`src/rtl/alu_op_sequencer.sv`:
```
// Steps a small {opcode, operand} program into the ALU, one entry at a time,
// and reports the ALU result after a fixed settle time.
module alu_op_sequencer #(
    parameter int unsigned ADDR_W        = 4,
    parameter int unsigned SETTLE_CYCLES = 2
) (
    input  logic              clock_i,
    input  logic              reset_i,
    input  logic              start_i,
    input  logic [ADDR_W:0]   prog_len_i,
    input  logic              prog_we_i,
    input  logic [ADDR_W-1:0] prog_addr_i,
    input  logic [11:0]       prog_wdata_i,
    input  logic [7:0]        alu_y_i,
    output logic [3:0]        alu_sel_o,
    output logic [7:0]        alu_data_o,
    output logic              alu_enable_o,
    output logic [7:0]        result_o,
    output logic              result_valid_o,
    output logic [ADDR_W-1:0] result_index_o,
    output logic              busy_o,
    output logic              done_o
);

    localparam int unsigned     Depth   = 2 ** ADDR_W;
    localparam int unsigned     CntW    = (SETTLE_CYCLES > 1) ? $clog2(SETTLE_CYCLES) : 1;
    localparam logic [ADDR_W:0] MaxLen  = (ADDR_W + 1)'(Depth);
    localparam logic [CntW-1:0] CntInit = CntW'(SETTLE_CYCLES - 1);

    typedef enum logic [2:0] {
        StIdle,
        StFetch,
        StIssue,
        StWait,
        StCapture,
        StDone
    } state_e;

    state_e            state_q, state_d;
    logic [ADDR_W-1:0] pc_q, pc_d;
    logic [ADDR_W:0]   len_q, len_d;
    logic [CntW-1:0]   cnt_q, cnt_d;
    logic [11:0]       entry_q, entry_d;
    logic [7:0]        result_q, result_d;
    logic [ADDR_W-1:0] result_index_q, result_index_d;
    logic              result_valid_q, result_valid_d;
    logic [ADDR_W:0]   pc_inc;

    logic [11:0] mem_q [Depth];

    // Program memory deliberately has no reset; contents survive a mid-run reset.
    always_ff @(posedge clock_i) begin
        if (!reset_i && prog_we_i && (state_q == StIdle)) begin
            mem_q[prog_addr_i] <= prog_wdata_i;
        end
    end

    assign pc_inc = {1'b0, pc_q} + 1'b1;

    always_comb begin
        state_d        = state_q;
        pc_d           = pc_q;
        len_d          = len_q;
        cnt_d          = cnt_q;
        entry_d        = entry_q;
        result_d       = result_q;
        result_index_d = result_index_q;
        result_valid_d = 1'b0;
        case (state_q)
            StIdle: begin
                if (start_i) begin
                    len_d   = (prog_len_i > MaxLen) ? MaxLen : prog_len_i;
                    pc_d    = '0;
                    state_d = (prog_len_i == '0) ? StDone : StFetch;
                end
            end
            StFetch: begin
                entry_d = mem_q[pc_q];
                state_d = StIssue;
            end
            StIssue: begin
                cnt_d   = CntInit;
                state_d = StWait;
            end
            StWait: begin
                if (cnt_q == '0) begin
                    state_d = StCapture;
                end else begin
                    cnt_d = cnt_q - CntW'(1);
                end
            end
            StCapture: begin
                // Opcodes 0xD..0xF (store/swap/load) produce no reportable Y.
                if (entry_q[11:8] <= 4'hC) begin
                    result_d       = alu_y_i;
                    result_index_d = pc_q;
                    result_valid_d = 1'b1;
                end
                if (pc_inc == len_q) begin
                    state_d = StDone;
                end else begin
                    pc_d    = pc_q + 1'b1;
                    state_d = StFetch;
                end
            end
            StDone: begin
                state_d = StIdle;
            end
            default: begin
                state_d = StIdle;
            end
        endcase
    end

    always_ff @(posedge clock_i) begin
        if (reset_i) begin
            state_q        <= StIdle;
            pc_q           <= '0;
            len_q          <= '0;
            cnt_q          <= '0;
            entry_q        <= '0;
            result_q       <= '0;
            result_index_q <= '0;
            result_valid_q <= 1'b0;
        end else begin
            state_q        <= state_d;
            pc_q           <= pc_d;
            len_q          <= len_d;
            cnt_q          <= cnt_d;
            entry_q        <= entry_d;
            result_q       <= result_d;
            result_index_q <= result_index_d;
            result_valid_q <= result_valid_d;
        end
    end

    // The fetched entry drives the ALU bus and holds until the next fetch.
    assign alu_sel_o      = entry_q[11:8];
    assign alu_data_o     = entry_q[7:0];
    assign alu_enable_o   = (state_q == StIssue);
    assign result_o       = result_q;
    assign result_valid_o = result_valid_q;
    assign result_index_o = result_index_q;
    assign busy_o         = (state_q != StIdle);
    assign done_o         = (state_q == StDone);

endmodule

```
`config.mk`:
```
export PLATFORM = sky130hd
export DESIGN_NAME = alu_op_sequencer
export DESIGN_NICKNAME = d
export VERILOG_FILES = /design/src/rtl/alu_op_sequencer.sv
export SDC_FILE = /design/constraint.sdc
export NUM_CORES = 1
export LEC_CHECK = 0
export ABC_CLOCK_PERIOD_IN_PS = 3300
export CAP_MARGIN = 20
export CORE_ASPECT_RATIO = 1.5
export CORE_MARGIN = 2
export CORE_UTILIZATION = 40
export CTS_CLUSTER_DIAMETER = 120
export CTS_CLUSTER_SIZE = 12
export DETAILED_ROUTE_END_ITERATION = 10
export GPL_TIMING_DRIVEN = 0
export RECOVER_POWER = 25
export SYNTH_ARGS = -nofsm -noshare
export SYNTH_HDL_FRONTEND = slang
export SYNTH_SLANG_ARGS = --single-unit
```
`constraint.sdc`:
```
create_clock -name clock_i -period 3.3 [get_ports clock_i]
set_input_delay 0.66 -clock clock_i [delete_from_list [all_inputs] [get_ports clock_i]]
set_output_delay 0.66 -clock clock_i [all_outputs]
set_load 0.03 [all_outputs]
```
==> impl_metrics.csv, run 1 <==
group,metric,value,unit
timing,hold_violations,0,
floorplanning,initial_core_util,0.405,
timing,setup_viol_count_final,0,
drt,drc_errors,0,
grt,grt_usage,0.167,
clock_network,clk_pin_slew,0.07,ns
drt,wire_per_inst,22.1,µm
clock_network,worst_skew_pair.late_latency,0.50,ns
drt,initialDrtViolationCount,336,
final_layout,fin_nets,631,
floorplanning,core-area,22200,µm²
clock_network,hold_buffers,0,
floorplanning,die_h,188,µm
timing,rsz0062_at_grt,"no",
grt,antenna_found_initial,0,
critical_path,cp.required,2.64,ns
clock_network,clkSinkCount,230,
critical_path,critPathMaxFanout,8,
timing,min_period_over_period,0.834,
drt,vias_per_cell,5.39,
synthesis,async_reset_ff_frac,0,
clock_network,clk_path_buf_depth,3,
placement,io_buffers,60,
drt,first_pass_iters,5,
grt,grt_start_max_net_pins,17,
timing,worst_pin_slew,0.893,ns
synthesis,synth-edff-count,192,
pwr,ir_drop,0.304,mV
clock_network,ctsResizeCount,0,
floorplanning,dieArea,23700,µm²
critical_path,crit_chain,"buf_4 > inv_1 > nand2_1 > nor2_1 > clkdlybuf4s50_1",
synthesis,synthesis.nets,530,
synthesis,synthesis.area,8990,µm²
critical_path,worstSetupEndpointType,"output port",
floorplanning,die_x,126,µm
timing,max_freq,363,MHz
critical_path,crit_buf_inv,3,
job,drv_cap,0,
placement,dp_hpwl,13.6,mm
critical_path,max_stage_delay,0.70,ns
synthesis,ys_seq_area_frac,0.726,
final_layout,final_area,10800,µm²
floorplanning,std_cell_rows,67,
synthesis,syn_area_per_cell,18.1,µm²
clock_network,cts_tree,"yes",
final_layout,syn_to_final_growth,19.9,%
timing,setup_slack,0.547,ns
clock_network,cts_buffers,23,
final_layout,fillCellCount,1807,
critical_path,critPathTopFamily,"buffers and inverters",
timing,slew_violations,0,
drt,ant_nets,0,
critical_path,slowest_stage,"clkdlybuf4s50_1",
synthesis,ys_seq_elements,230,
timing,period_needed,2.75,ns
critical_path,path_class,"flip-flop to output port",
synthesis,syn_inst,496,
final_layout,final_util,0.485,
synthesis,ys_warn_count,0,
drt,finalWirelength,19.6,mm
placement,placed_area,10100,µm²
grt,overflow,0,
synthesis,synthFlopType,"edfxtp_1",
clock_network,htree_levels,1,
placement,dp_slack,0.166,ns
final_layout,diodes,0,
timing,max_slew_margin,0.405,
run_status,status,"finished, final reports clean",
critical_path,arrival,2.09,ns
final_layout,drive_above_1_share,0.191,
clock_network,post-cts-setup-buffer-count,0,
grt,grt_pass1_wl,29.8,mm
critical_path,startpoint_type,"flip-flop",
clock_network,cts_root_buf,"clkbuf_16",
timing,skew,0.0182,ns
floorplanning,pin_count,61,
hold_path,min_path_type,"flip-flop to flip-flop",
synthesis,synth.distinct_cells,45,
grt,grt_pass1_vias,5107,
pwr,p_per_area,544,nW/µm²
pwr,p_leak,3.45,nW
drt,vias,4792,
placement,place_congestion,0.787,
## logic make-up after synthesis
logic type | Yosys count | share of synthesized area
buffers and inverters | 30 | 0.0200
AND/OR/NAND/NOR | 101 | 0.0579
AO/OA/AOI/OAI | 44 | 0.0281
adder cells (fa/ha/maj) | 1 | 0.00139
XOR/XNOR | 4 | 0.00390
multiplexers | 86 | 0.163
flip-flops | 230 | 0.726
## state kept, by name, indices dropped and copies added, names as in the netlist
signal	cells
mem_q	192
state_q	3
result_valid_o	1
cnt_q	1
result_o	8
len_q	5
entry_q	12
result_index_o	4
pc_q	4
## report_power, final
group	switching, W	total [W]	internal, W
clock	0.00101	0.00232	0.00131
combinational	0.000204	0.000332	0.000128
sequential	0.0000220	0.00321	0.00319
## worst min-delay path, delay by kind of cell, from the launching register on
kind | cells | cell delay, ns
AOI/OAI and AO/OA | 2 | 0.12
DFF | 1 | 0.33
## cell type report
| cell class | count | area (µm²) | area share |
|---|---|---|---|
| sequential | 230 | 6530 | 0.605 |
| multi-input combinational | 236 | 2310 | 0.214 |
| timing repair buffer | 76 | 773 | 0.0717 |
| clock buffer | 40 | 639 | 0.0593 |
| tap | 276 | 345 | 0.0320 |
| buffer | 26 | 165 | 0.0153 |
| inverter | 4 | 15.0 | 0.00139 |
| clock inverter | 1 | 11.3 | 0.00104 |
## final timing paths
kind,startpoint,end,cells past startpoint,slack (ns)
worst max register to register,state_q[2],mem_q[2][8],6,0.76
worst min-delay path,entry_q[7],entry_q[7],2,0.48
worst min register to register,entry_q[7],entry_q[7],2,0.48
worst max-delay path,state_q[2],alu_enable_o,5,0.55
## cell usage after synthesis (6+ instances only)
master | number | share of area
dfxtp_1 | 38 | 0.085
mux4_2 | 48 | 0.12
edfxtp_1 | 192 | 0.64
clkbuf_1 | 8 | 0.0033
a21oi_1 | 20 | 0.011
mux2i_1 | 37 | 0.041
o21ai_1 | 12 | 0.0067
nand2_1 | 12 | 0.0050
buf_6 | 6 | 0.0075
nor2_1 | 50 | 0.021
buf_2 | 6 | 0.0033
nor3_1 | 6 | 0.0033
## layer usage
metal | track usage | up-vias | share of wire
met3 | 0.0245 | 33 | 0.043
met4 | 0.0600 | 0 | 0.027
met1 | 0.190 | 2448 | 0.38
met5 | 0 | - | 0
li1 | - | 2173 | -
met2 | 0.313 | 138 | 0.55
## cells in the final DEF, fill, tap and decap left out, types with 2 or more instances in the layout
master and n:
edfxtp_1 192, nor2_1 50, buf_2 6, clkbuf_16 23, mux4_2 48, dfxtp_1 38
inv_1 4, buf_4 6, a221oi_1 2, a21oi_1 20, o21ai_0 2, buf_6 20
nor2b_1 4, nor4_1 2, mux2i_1 37, o21ai_1 12, dlygate4sd3_1 8, o2bb2ai_1 2
nor3_2 6, nand3b_1 2, nand3_1 3, clkdlybuf4s50_1 52, clkbuf_1 25, nand2b_1 5
nor3b_1 5, xnor2_1 2, xor2_1 2, nor3_1 2, nand2_1 12, buf_1 2
## stage by stage
stage / hold WS [ns] / power, W / setup TNS, ns / instances
2_1_floorplan: 0.458 / 0.00344 / 0 / 496
3_3_place_gp: 0.464 / 0.00359 / -38.45 / 832
3_5_place_dp: 0.465 / 0.00361 / 0 / 848
4_1_cts: 0.480 / 0.00594 / 0 / 889
5_1_grt: 0.524 / 0.00607 / 0 / 889
6_report: 0.479 / 0.00586 / 0 / 889
No activity file was read; power rests on OpenSTA's default activity.
==> inputs of run 2 (changes only) <==
- ABC_CLOCK_PERIOD_IN_PS: 3300 -> 2600
- clock period: 3.3 -> 2.6 ns (I/O delays scaled with it)
==> impl_metrics.csv, run 2 (synthesis gave the netlist of run 1 again) <==
group,metric,value,unit
run_status,status,"finished, final reports clean",
grt,grt_usage,0.167,
placement,io_buffers,60,
clock_network,cts_root_buf,"clkbuf_16",
final_layout,layout_commonest_cell,"edfxtp_1",
timing,worst_pin_slew,0.862,ns
critical_path,startpoint,"state_q[2]",
critical_path,critPathMaxFanout,8,
floorplanning,pin_count,61,
floorplanning,std_cell_rows,67,
pwr,ir_drop,0.384,mV
critical_path,r2r-start,"state_q[2]",
critical_path,r2r_end,"mem_q[1][3]",
clock_network,htree_levels,1,
drt,ant_nets,0,
grt,grt_start_max_net_pins,17,
timing,timing.hold.ws,0.478,ns
timing,rsz0062_at_grt,"yes",
timing,slew_violations,0,
critical_path,startpoint_type,"flip-flop",
final_layout,final_util,0.486,
drt,vias,4796,
grt,grt_pass1_vias,5107,
floorplanning,initial_core_util,0.405,
final_layout,top_register,"mem_q",
placement,place_congestion,0.787,
final_layout,diodes,0,
drt,first_pass_iters,6,
timing,setup_viol_count_final,0,
clock_network,clk_pin_slew,0.07,ns
final_layout,fin_cells,889,
final_layout,fillCellCount,1810,
final_layout,syn_to_final_growth,20.0,%
drt,finalWirelength,19.5,mm
timing,max_freq,396,MHz
final_layout,fin_nets,631,
timing,period_needed,2.52,ns
placement,place_inst,848,
timing,hold_violations,0,
clock_network,clkSinkCount,230,
clock_network,hold_buffers,0,
pwr,p_leak,3.46,nW
final_layout,drive_above_1_share,0.196,
timing,min_period_over_period,0.970,
clock_network,cts_tree,"yes",
pwr,p_per_area,689,nW/µm²
critical_path,ff2ff_setup_slack,0.08,ns
critical_path,arrival,2.73,ns
grt,overflow,0,
floorplanning,die_x,126,µm
critical_path,endpoint,"mem_q[1][3]",
clock_network,cts_buffers,23,
pwr,total_power,0.00744,W
critical_path,path_class,"flip-flop to flip-flop",
grt,grt_pass1_wl,29.8,mm
timing,max_slew_margin,0.425,
placement,dp_hpwl,13.6,mm
drt,vias_per_cell,5.39,
timing,skew,0.0177,ns
clock_network,clk_path_buf_depth,3,
hold_path,min_path_type,"flip-flop to flip-flop",
drt,wire_per_inst,22.0,µm
final_layout,largest_reg_flops,192,
floorplanning,die_h,188,µm
critical_path,cp.required,2.81,ns
floorplanning,core-area,22200,µm²
floorplanning,dieArea,23700,µm²
grt,antenna_found_initial,0,
critical_path,r2r_cells,6,
critical_path,worstSetupEndpointType,"flip-flop",
drt,drc_errors,0,
final_layout,final_cell_mix,"192 x edfxtp_1, 51 x clkdlybuf4s50_1, 48 x mux4_2",
drt,initialDrtViolationCount,356,
clock_network,post-cts-setup-buffer-count,0,
clock_network,worst_skew_pair.late_latency,0.50,ns
job,drv_cap,0,
run 2: changes by cell type in the layout (fill, tap and decap cells not counted), sizes merged:
cell,change
clkdlybuf4s50,-1
dlygate4sd2,+1
run 2: critical path, cell delays in order (launching register included):
cell and delay (ns):
dfxtp_1 0.30, buf_4 0.16, nor3_2 0.27, nand3b_1 0.27, or3_1 0.47, nor2_1 0.50, buf_6 0.24
run 2: cell type report:
| type | instances | area [µm²] | share of cell area |
|---|---|---|---|
| buffer | 26 | 165 | 0.0153 |
| sequential | 230 | 6530 | 0.605 |
| tap | 276 | 345 | 0.0320 |
| multi-input combinational | 236 | 2310 | 0.215 |
| clock buffer | 40 | 639 | 0.0593 |
| clock inverter | 1 | 11.3 | 0.00104 |
| inverter | 4 | 15.0 | 0.00139 |
| timing repair buffer | 76 | 772 | 0.0716 |
run 2: how the worst min path moves through the flow:
stage	startpoint	end	slack, ns	cells after the start
floorplan	len_q[4]	len_q[4]	0.46	2
global placement	entry_q[7]	entry_q[7]	0.46	2
detailed placement	entry_q[7]	entry_q[7]	0.47	2
CTS	entry_q[7]	entry_q[7]	0.48	2
global route	len_q[4]	len_q[4]	0.52	2
finish	entry_q[7]	entry_q[7]	0.48	2
run 2: repair_timing:
item	in CTS	in global routing
endpoints found under the setup margin	1	35
pin swaps	0	0
gates resized for setup	1	3
run 2: power breakdown:
group	internal, W	switching (W)	total, W
clock network	0.00166	0.00128	0.00295
registers	0.00404	0.0000277	0.00407
logic	0.000161	0.000259	0.000420
total	0.00587	0.00157	0.00744
run 2: metrics by stage:
stage                     TNS (ns)  instance area, µm²  setup WS, ns
after floorplan                  0                8990         0.130
after global placement     -141.74                9940         -1.38
after detailed placement    -34.61               10100        -0.394
after CTS                        0               10800        0.0509
after global routing         -1.98               10800        -0.103
final                            0               10800        0.0769
run 2: layer usage:
metal,track usage,vias to the layer above,part of all wire
met5,0,-,0
li1,-,2173,-
met2,0.313,160,0.55
met3,0.0245,35,0.048
met1,0.190,2428,0.37
met4,0.0600,0,0.027
==> inputs of run 3 (changes only) <==
- CORE_ASPECT_RATIO: 1.5 -> unset
- CORE_UTILIZATION: 40 -> 45
==> impl_metrics.csv, run 3 (synthesis gave the netlist of run 1 again) <==
group,metric,value,unit
run_status,status,"finished, final reports clean",
critical_path,critPathMaxFanout,8,
drt,drc_errors,0,
timing,period_needed,2.51,ns
drt,ant_nets,0,
placement,dp_hpwl,13.3,mm
hold_path,min_path_type,"flip-flop to flip-flop",
pwr,p_leak,3.46,nW
pwr,total_power,0.00746,W
drt,first_pass_iters,5,
timing,max_freq,398,MHz
grt,overflow,0,
pwr,ir_drop,0.443,mV
critical_path,crit_buf_inv,2,
placement,placed_area,10100,µm²
final_layout,layout_commonest_cell,"edfxtp_1",
grt,grt_pass1_wl,29.7,mm
critical_path,path_class,"flip-flop to flip-flop",
final_layout,syn_to_final_growth,19.9,%
timing,setup-tns-final,0,ns
drt,finalWirelength,19.1,mm
grt,grt_pass1_vias,4985,
drt,highest_layer,"met4",
drt,wire_per_inst,21.7,µm
critical_path,slowest_stage,"nor2_1",
floorplanning,die_h,145,µm
critical_path,worstSetupEndpointType,"flip-flop",
placement,place_congestion,0.826,
floorplanning,die_x,145,µm
critical_path,critPathTopFamily,"simple AND/OR/NAND/NOR gates",
final_layout,seq_area,6530,µm²
floorplanning,dieArea,21100,µm²
clock_network,clk_pin_slew,0.07,ns
timing,setup_viol_count_final,0,
grt,antenna_found_initial,0,
final_layout,multi_input_area,2310,µm²
clock_network,clk_path_buf_depth,3,
drt,initialDrtViolationCount,473,
timing,hold_violations,0,
critical_path,arrival,2.73,ns
final_layout,fillCellCount,1562,
placement,place_inst,837,
clock_network,htree_levels,1,
final_layout,final_util,0.552,
grt,grt_usage,0.184,
floorplanning,std_cell_rows,51,
drt,dr_wl_met3,1.00,mm
final_layout,top_register,"mem_q",
floorplanning,initial_core_util,0.461,
clock_network,cts_buffers,23,
clock_network,clkSinkCount,230,
timing,skew,0.0241,ns
critical_path,startpoint_type,"flip-flop",
final_layout,final_cell_mix,"192 x edfxtp_1, 51 x clkdlybuf4s50_1, 50 x nor2_1",
final_layout,final_area,10800,µm²
clock_network,post-cts-setup-buffer-count,0,
floorplanning,core-area,19500,µm²
drt,met1_length,8.40,mm
timing,rsz0062_at_grt,"no",
final_layout,fin_cells,879,
clock_network,worst_skew_pair.late_latency,0.51,ns
drt,route.met2.wl,9.34,mm
floorplanning,pin_count,61,
grt,grt_start_max_net_pins,17,
clock_network,cts_root_buf,"clkbuf_16",
final_layout,fin_nets,631,
job,drv_cap,0,
drt,vias,4773,
timing,slew_violations,0,
final_layout,diodes,0,
final_layout,drive_above_1_share,0.192,
timing,min_period_over_period,0.967,
critical_path,crit_chain,"buf_4 > nor3_2 > nand3b_1 > or3_1 > nor2_1 > buf_6",
timing,worst_pin_slew,0.840,ns
critical_path,max_stage_delay,0.56,ns
placement,io_buffers,60,
timing,max_slew_margin,0.440,
pwr,p_per_area,692,nW/µm²
critical_path,cp.required,2.82,ns
drt,vias_per_cell,5.43,
clock_network,cts_tree,"yes",
clock_network,hold_buffers,0,
final_layout,largest_reg_flops,192,
==> run 3: cell types whose count changed in the layout (fill, tap and decap cells not counted), sizes merged <==
| cell | delta |
|---|---|
| inv | +1 |
==> run 3: layer usage <==
| layer | GRT usage | vias to the layer above |
|---|---|---|
| met3 | 0.0310 | 29 |
| met2 | 0.308 | 140 |
| li1 | - | 2165 |
| met1 | 0.256 | 2439 |
| met4 | 0.0451 | 0 |
| met5 | 0 | - |
==> run 3: area by class of cell <==
cell class                 count  share of cell area
buffer                        26              0.0153
clock buffer                  40              0.0593
clock inverter                 2             0.00186
inverter                       4             0.00139
multi-input combinational    236               0.214
sequential                   230               0.605
tap                          265              0.0308
timing repair buffer          76              0.0720
==> run 3: where the power goes <==
| part | leakage [nW] | internal [W] | total [W] | switching, W |
|---|---|---|---|---|
| Combinational | 1.11 | 0.000161 | 0.000415 | 0.000254 |
| Clock | 0.314 | 0.00167 | 0.00296 | 0.00129 |
| Sequential | 2.04 | 0.00404 | 0.00408 | 0.0000326 |
| Total | 3.46 | 0.00587 | 0.00746 | 0.00158 |
==> run 3: worst reg2reg max path, stage by stage (launching register included) <==
cell      delay, ns
dfxtp_1        0.30
buf_4          0.16
nor3_2         0.29
nand3b_1       0.22
or3_1          0.44
nor2_1         0.56
buf_6          0.25
==> run 3: stage by stage <==
step | setup WS (ns) | hold WS (ns)
finish | 0.0853 | 0.500
global route | 0.0244 | 0.525
CTS | 0.115 | 0.505
detailed placement | -0.317 | 0.489
global placement | -1.28 | 0.474
floorplan | 0.130 | 0.458
==> run 3: worst paths after layout <==
path | from | end | slack, ns | cells past startpoint
worst max-delay path | state_q[2] | mem_q[1][3] | 0.09 | 6
worst min-delay path | result_o[0] | result_o[0] | 0.50 | 2
worst max register to register | state_q[2] | mem_q[1][3] | 0.09 | 6
worst min register to register | result_o[0] | result_o[0] | 0.50 | 2
==> run 3: what timing repair did <==
item,in CTS,in global routing
endpoints found under the setup margin,1,0
gates resized for setup,1,0
hold endpoints to repair,0,0
